File: src/rtl/add_sub_serial_if.sv
// Operand/result bundle for the digit-serial adder/subtractor: request side plus result side.
// Latency: none; plain wires grouped so the block and its user share one connection.
// Backpressure: start is honoured only while ready is high; the master holds nothing after acceptance.
interface add_sub_serial_if #(
    parameter int WIDTH = 8
);
    logic             start;
    logic             sub;
    logic [WIDTH-1:0] a;
    logic [WIDTH-1:0] b;
    logic             ready;
    logic             busy;
    logic             done;
    logic [WIDTH-1:0] sum;
    logic             cout;
    logic             ovf;

    modport master (
        output start, sub, a, b,
        input  ready, busy, done, sum, cout, ovf
    );

    modport slave (
        input  start, sub, a, b,
        output ready, busy, done, sum, cout, ovf
    );
endinterface

File: src/rtl/add_sub_serial.sv
// Digit-serial two's-complement add/subtract, DIGIT bits per cycle LSB first; optional clamp via ADD_SUB_SAT_EN.
// Latency: N = WIDTH/DIGIT cycles from start acceptance to the one-cycle done pulse; sum/cout/ovf held until next result.
// Backpressure: ready low during RUN (start ignored); a start in the DONE cycle restarts, giving one result per N+1 cycles.
module add_sub_serial #(
    parameter int WIDTH = 8,
    parameter int DIGIT = 1
) (
    input  logic         clk,
    input  logic         rst_n,
    add_sub_serial_if.slave bus
);
    localparam int N     = WIDTH / DIGIT;
    localparam int CNT_W = (N > 1) ? $clog2(N) : 1;

    typedef enum logic [1:0] {
        IDLE = 2'd0,
        RUN  = 2'd1,
        DONE = 2'd2
    } state_t;

    state_t state;
    state_t state_nxt;

    logic [WIDTH-1:0] op_a;
    logic [WIDTH-1:0] op_b;
    logic [WIDTH-1:0] res;
    logic [WIDTH-1:0] res_nxt;
    logic [WIDTH-1:0] sum_fin;
    logic [WIDTH-1:0] sum_q;
    logic             carry;
    logic             cout_q;
    logic             ovf_q;
    logic [CNT_W-1:0] cnt;
    logic             load;
    logic             step;
    logic             last;
    logic [DIGIT-1:0] dsum;
    logic [DIGIT:0]   chain;
    logic             ovf_nxt;

    assign last = (cnt == CNT_W'(N - 1));

    // State register; reset aborts any operation in flight.
    always_ff @(posedge clk or negedge rst_n) begin
        if (!rst_n) begin
            state <= IDLE;
        end else begin
            state <= state_nxt;
        end
    end

    // Next-state decode: accept in IDLE or DONE, step every RUN cycle, leave RUN on the last digit.
    always_comb begin
        state_nxt = state;
        load      = 1'b0;
        step      = 1'b0;
        case (state)
            IDLE: begin
                if (bus.start) begin
                    load      = 1'b1;
                    state_nxt = RUN;
                end
            end
            RUN: begin
                step = 1'b1;
                if (last) begin
                    state_nxt = DONE;
                end
            end
            DONE: begin
                if (bus.start) begin
                    load      = 1'b1;
                    state_nxt = RUN;
                end else begin
                    state_nxt = IDLE;
                end
            end
            default: begin
                state_nxt = IDLE;
            end
        endcase
    end

    // Ripple the registered carry through DIGIT full-adder cells on the low operand bits.
    always_comb begin
        chain    = '0;
        dsum     = '0;
        chain[0] = carry;
        for (int i = 0; i < DIGIT; i++) begin
            dsum[i]      = op_a[i] ^ op_b[i] ^ chain[i];
            chain[i+1]   = (op_a[i] & op_b[i]) | (chain[i] & (op_a[i] ^ op_b[i]));
        end
    end

    // New digit enters at the top so after N steps the result sits LSB-aligned.
    assign res_nxt = (res >> DIGIT) | (WIDTH'(dsum) << (WIDTH - DIGIT));

    // On the last digit chain[DIGIT-1] is the carry into the MSB.
    assign ovf_nxt = chain[DIGIT] ^ chain[DIGIT-1];

`ifdef ADD_SUB_SAT_EN
    // Clamp on overflow; op_a[DIGIT-1] holds A's original MSB during the final digit.
    always_comb begin
        sum_fin = res_nxt;
        if (ovf_nxt) begin
            sum_fin = op_a[DIGIT-1] ? {1'b1, {(WIDTH-1){1'b0}}}
                                    : {1'b0, {(WIDTH-1){1'b1}}};
        end
    end
`else
    assign sum_fin = res_nxt;
`endif

    // Operand shift registers, carry, digit counter and the held result outputs.
    always_ff @(posedge clk or negedge rst_n) begin
        if (!rst_n) begin
            op_a   <= '0;
            op_b   <= '0;
            res    <= '0;
            carry  <= 1'b0;
            cnt    <= '0;
            sum_q  <= '0;
            cout_q <= 1'b0;
            ovf_q  <= 1'b0;
        end else if (load) begin
            op_a  <= bus.a;
            op_b  <= bus.b ^ {WIDTH{bus.sub}};
            carry <= bus.sub;
            cnt   <= '0;
            res   <= '0;
        end else if (step) begin
            op_a  <= op_a >> DIGIT;
            op_b  <= op_b >> DIGIT;
            carry <= chain[DIGIT];
            cnt   <= cnt + 1'b1;
            res   <= res_nxt;
            if (last) begin
                sum_q  <= sum_fin;
                cout_q <= chain[DIGIT];
                ovf_q  <= ovf_nxt;
            end
        end
    end

    assign bus.ready = (state == IDLE) || (state == DONE);
    assign bus.busy  = (state == RUN);
    assign bus.done  = (state == DONE);
    assign bus.sum   = sum_q;
    assign bus.cout  = cout_q;
    assign bus.ovf   = ovf_q;
endmodule

File: src/flat_wrapper.sv
// flat-port wrapper written by rule: the top's interface ports become plain ports
module add_sub_serial_flat 
#(
    parameter int WIDTH = 8,
    parameter int DIGIT = 1
)
  (clk, rst_n, bus_start, bus_sub, bus_a, bus_b, bus_ready, bus_busy, bus_done, bus_sum, bus_cout, bus_ovf);
  add_sub_serial_if #(.WIDTH(WIDTH)) bus_i ();
  input  logic clk;
  input  logic rst_n;
  input wire logic [$bits(bus_i.start)-1:0] bus_start;
  input wire logic [$bits(bus_i.sub)-1:0] bus_sub;
  input wire logic [$bits(bus_i.a)-1:0] bus_a;
  input wire logic [$bits(bus_i.b)-1:0] bus_b;
  output wire logic [$bits(bus_i.ready)-1:0] bus_ready;
  output wire logic [$bits(bus_i.busy)-1:0] bus_busy;
  output wire logic [$bits(bus_i.done)-1:0] bus_done;
  output wire logic [$bits(bus_i.sum)-1:0] bus_sum;
  output wire logic [$bits(bus_i.cout)-1:0] bus_cout;
  output wire logic [$bits(bus_i.ovf)-1:0] bus_ovf;
  assign bus_i.start = bus_start;
  assign bus_i.sub = bus_sub;
  assign bus_i.a = bus_a;
  assign bus_i.b = bus_b;
  assign bus_ready = bus_i.ready;
  assign bus_busy = bus_i.busy;
  assign bus_done = bus_i.done;
  assign bus_sum = bus_i.sum;
  assign bus_cout = bus_i.cout;
  assign bus_ovf = bus_i.ovf;
  add_sub_serial #(.WIDTH(WIDTH), .DIGIT(DIGIT)) u_core (.clk(clk), .rst_n(rst_n), .bus(bus_i));
endmodule
File: config.mk
export PLATFORM = sky130hd
export DESIGN_NAME = add_sub_serial_flat
export DESIGN_NICKNAME = d
export VERILOG_FILES = /design/src/rtl/add_sub_serial_if.sv /design/src/rtl/add_sub_serial.sv /design/src/flat_wrapper.sv
export SDC_FILE = /design/constraint.sdc
export NUM_CORES = 1
export LEC_CHECK = 0
export ABC_AREA = 0
export CAP_MARGIN = 20
export CORE_MARGIN = 2
export CORE_UTILIZATION = 31
export CTS_BUF_LIST = sky130_fd_sc_hd__clkbuf_4
export DETAILED_ROUTE_END_ITERATION = 7
export GPL_ROUTABILITY_DRIVEN = 0
export PLACE_DENSITY = 0.63
export SLEW_MARGIN = 10
export SYNTH_ARGS = -nofsm -noshare
export SYNTH_HDL_FRONTEND = slang
export SYNTH_SLANG_ARGS = --single-unit
export TNS_END_PERCENT = 20
File: constraint.sdc
create_clock -name clk -period 1.79 [get_ports clk]
set_input_delay 0.358 -clock clk [delete_from_list [all_inputs] [get_ports clk]]
set_output_delay 0.358 -clock clk [all_outputs]
set_load 0.005 [all_outputs]
### Word level (Yosys, flattened, before mapping)

Index checks and enable logic that the tools add are counted.

* register bits: 40
* latch bits: 0
* memory bits (writable): 0
* memory bits (read-only): 0
* output and inout port bits: 13
* word-level logic and storage cells: 47
* memories kept: 0

* add/sub/neg operators: 1
* $mul: 0
* divide/modulo/power cells: 0
* $lt $le $gt $ge: 0
* eq/ne operators: 5
* shift-type cells: 0
* multiplexer cells: 17
* bitwise operators: 9
* reduce and logical (&&, ||, !) cells: 6

Operators with widths (number)
* two-way mux 8 bit: 6
* OR 7 x 8 -> 8 bit: 1
* bitwise XOR 8 bit: 1
* two-way mux 1 bit: 6
* two-way mux 3 bit: 2
* one-hot mux 2 bit (3 select lines): 1
* two-way mux 2 bit: 2
* adder 3 x 1 -> 3 bit (second input constant): 1
* equality test 3 bit (second input constant): 1
* AND reduction 3 bit: 1
* bitwise XOR 1 bit: 3
* AND 1 bit: 2
* equality test 2 x 1 -> 1 bit (second input constant): 1
* equality test 2 bit (second input constant): 1
* logical NOT 2 bit: 1
* != test 2 x 1 -> 1 bit (second input constant): 1
* != test 2 bit (second input constant): 1
* AND reduction 2 bit: 1
* nonzero test 2 bit: 1
* OR reduction 2 bit: 1
* logical OR 1 bit: 1
* NOT 1 bit: 1
* OR 1 bit: 1

### Longest topological paths before layout

* word-level depth: 5
* mapped depth: 6
* mapped depth without buffers: 5

### Worst setup path after synthesis

Ideal clock, no wire load.

* path type: register to register
* start point: reg u_core.cnt[0]
* end point: reg u_core.cout_q (netlist: u_core.bus.cout)
* library setup time: 0.125 ns
* arrival: 1.359 ns
* data required time: 1.665 ns
* setup slack: 0.306 ns
* stages on the path, launching flop included: 6
* cell sequence: dfrtp_1 > ha_1 > ha_1 > nand3b_1 > buf_4 > mux2_2

* word-level cells in the longest chain between the ends: 2

Ends and longest elaborated chain
* start, declared: line add_sub_serial.sv:33 `logic [CNT_W-1:0] cnt;`
* start signal, assigned: line add_sub_serial.sv:135 `cnt <= cnt + 1'b1;`
* equality test 3 bit: line add_sub_serial.sv:41 `assign last = (cnt == CNT_W'(N - 1));`
* AND reduction 3 bit (no source line)
* end signal, assigned: line add_sub_serial.sv:139 `cout_q <= chain[DIGIT];`
* end, declared: line add_sub_serial.sv:31 `logic cout_q;`

Every way passes these cells.
A chain may end at the register's enable or synchronous reset.

### Worst setup path in the final report

* start point: reg u_core.cnt[0]
* end point: reg u_core.sum_q[6] (netlist: u_core.bus.sum[6])

* word-level cells in the longest chain between the ends: 2

Ends and longest elaborated chain
* equality test 3 bit: line add_sub_serial.sv:41
* AND reduction 3 bit (no source line)
* end signal, assigned: line add_sub_serial.sv:138 `sum_q <= sum_fin;`
* end, declared: line add_sub_serial.sv:29 `logic [WIDTH-1:0] sum_q;`

Every way passes these cells.

==> impl_results.md <==
* Top post-synthesis cells by area: dfrtp_1, a22o_1, mux2_2, mux2i_1, xor2_1
* Max-Cap Viols at 0
* Largest net degree at the start of global routing at 40
* Commonest non-fill, non-tap cell in the layout: dfrtp_1
* DRC errors left at 0
* Hold Path Class: input port to asynchronous set/reset pin
* Top_reg_cell synth: dfrtp_1
* Peak VDD IR at about 600 uV
* Final non-filler cell total at approximately 240
* Yosys warns at 0
* Share of cells above drive strength 1 at 0.178
* Leak at about 0.0011 uW
* Place WS at slightly above 0.006 ns
* Asr flop ratio synth at 1.00
* Finished Cell Area at around 2200 um^2
* ANT nets after route at 0
* Antenna violations before repair at 0
* First-pass GRT wire length at approximately 5200 um
* Storage cell area at 976 um^2
* Inserted Clock Buffers at 5
* Drt wl/cell at 12.8 um
* Grt total ovfl at 0
* Number of global-route vias before repair at 1063
* Clock sink total at 39
* CTS Root Cell: clkbuf_4
* Startpoint types: flop
* Chip Height at 78.8 um
* Worst Skew at 0.00370 ns
* Detailed Route Iter0 Violations at between 50 and 60
* Clock Latency Late Sink at 0.33 ns
* Multi-input logic area at 672 um^2
* Initial Util at 0.317
* Fill cells at roughly 550
* Status: completed
* Final critical-path share of the clock period at 0.915
* Worst-margin pin slew at roughly 0.48 ns
* CTS Buffer Depth at 2
* Minimum clock period at 1.64 ns
* Reg clk slew, reported paths at ~0.11 ns
* Post-route setup slack at roughly 0.15 ns
* Slew Limit Headroom at 0.679
* Core area at 5470 um^2
* Critical path class: flop to flop
* Placed Area at about 2100 um^2
* Final Hold Fails at 0
* Top cell type's share of synthesized area at 0.562
* Number of flops mapped to enable cells by yosys at 0
* Die X at a little under 80 um
* Utilization after layout at 0.403
* Crit path capture type: flop
* Final wirelength at around 3100 um
* Placed Instances at 230
* # diodes at 0
* Post-Synthesis Cell Area at roughly 1700 um^2
* Unrepaired setup endpoints after global routing: no
* Yosys cell types at 26
* DR pass1 iterations at 4
* Syn Area/Cell at roughly 13 um^2
* Final setup TNS at 0 ns
* Post-DP HPWL at 2220 um
* # rows at 27
* Cells after Synth at 130
* GRT Util Overall at 0.109
* P&R area growth vs syn at 27.1%
* Critical path arrival at around 1.9 ns
* CP max FO at 9
* CP required at 2.02 ns
* # hold bufs at CTS at 0
* Cell type with the largest total area after synthesis: dfrtp_1
* Full die area at ~6200 um^2
* Endpoints failing setup at 0
* Sequential cell area fraction in the yosys report at 0.562
* Most frequent cells in the layout: dfrtp_1, clkdlybuf4s50_1, a22o_1, mux2_2, nand2_1
* FMAX at roughly 610 MHz
* Synthesized flop and latch total at 39
* Port Buffers at 32
* H-tree depth at 2
* I/O pin cnt at 33
* DR vias/cell at 4.66
* Max-slew violation count at 0
* Power Density at between 1500 and 2000 nW/um^2
* CTS tree: done
* Via count at 1123
* Fin nets at between 150 and 200
* Syn_nets at 153
kinds of logic (layout without fill, tap and decap cells):
logic type                 after synthesis  after routing  share of synthesized area
buffers and inverters                   11             50                     0.0526
muxes                                   18             18                      0.111
DFF                                     39             39                      0.562
adders and majority gates                3              3                     0.0259
AOI/OAI and AO/OA                       33             33                      0.144
and+or+nand+nor                         17             17                     0.0591
xor gates and xnor gates                 9              9                     0.0454
worst max-delay path: stages (launching register included):
cell and delay, ns:
dfrtp_1 0.41, ha_1 0.20, ha_1 0.21, nand3b_1 0.23, buf_12 0.16, mux2_2 0.33
Yosys cell counts (3+ instances only):
library cell and number:
o21ai_1 7, a21o_1 5, xnor2_1 3, dfrtp_1 39
nand2_1 9, xor2_1 6, buf_2 3, buf_6 3
a22o_1 16, mux2i_1 8, mux2_2 10
timing repair:
action                                  in CTS  in global routing
resized for setup                            3                  0
hold endpoints to repair                     0                  0
setup buffers                                3                  0
endpoints found under the setup margin       2                  0
where the power goes:
part	leakage, uW	switching (uW)	total, uW	internal (uW)
clock	0.0000347	282	429	146
sequential	0.000492	253	1530	1280
combinational	0.000525	624	1570	943
through the flow:
step | total power, uW | hold slack (ns)
floorplan | 2600 | 0.0624
global placement | 3040 | 0.426
detailed placement | 3110 | 0.448
CTS | 3570 | 0.0656
global route | 3810 | 0.0785
finish | 3530 | 0.0545
layout make-up:
type                       count  share of cell area
sequential                    39               0.442
multi-input combinational     80               0.304
timing repair buffer          40               0.185
tap                           72              0.0408
clock buffer                   5              0.0170
clock inverter                 3             0.00680
inverter                       2             0.00340
worst paths after layout:
path                                      from                 to  slack (ns)  cells past startpoint
worst min register to register  u_core.op_a[1]     u_core.op_a[1]        0.49                      1
worst max-delay path             u_core.cnt[0]  u_core.bus.sum[6]        0.15                      5
min in group clk                u_core.op_a[1]     u_core.op_a[1]        0.49                      1
worst min-delay path                     rst_n  u_core.bus.sum[3]        0.05                      2
worst max register to register   u_core.cnt[0]  u_core.bus.sum[6]        0.15                      5
max in group asynchronous                rst_n      u_core.cnt[2]        1.40                      2
registers in the layout (all words and copies together) (netlist names):
name / count
u_core.bus.sum: 8
u_core.bus.cout: 1
u_core.op_a: 8
u_core.state: 2
u_core.carry: 1
u_core.bus.ovf: 1
u_core.cnt: 3
u_core.res: 7
u_core.op_b: 8
layer usage:
layer / GRT usage / share of wire / vias up
met3: 0.0341 / 0.057 / 7
li1: - / - / 537
met5: 0 / 0 / -
met4: 0.0414 / 0.016 / 0
met1: 0.155 / 0.50 / 543
met2: 0.156 / 0.42 / 36
(Power assumes the default switching activity.)
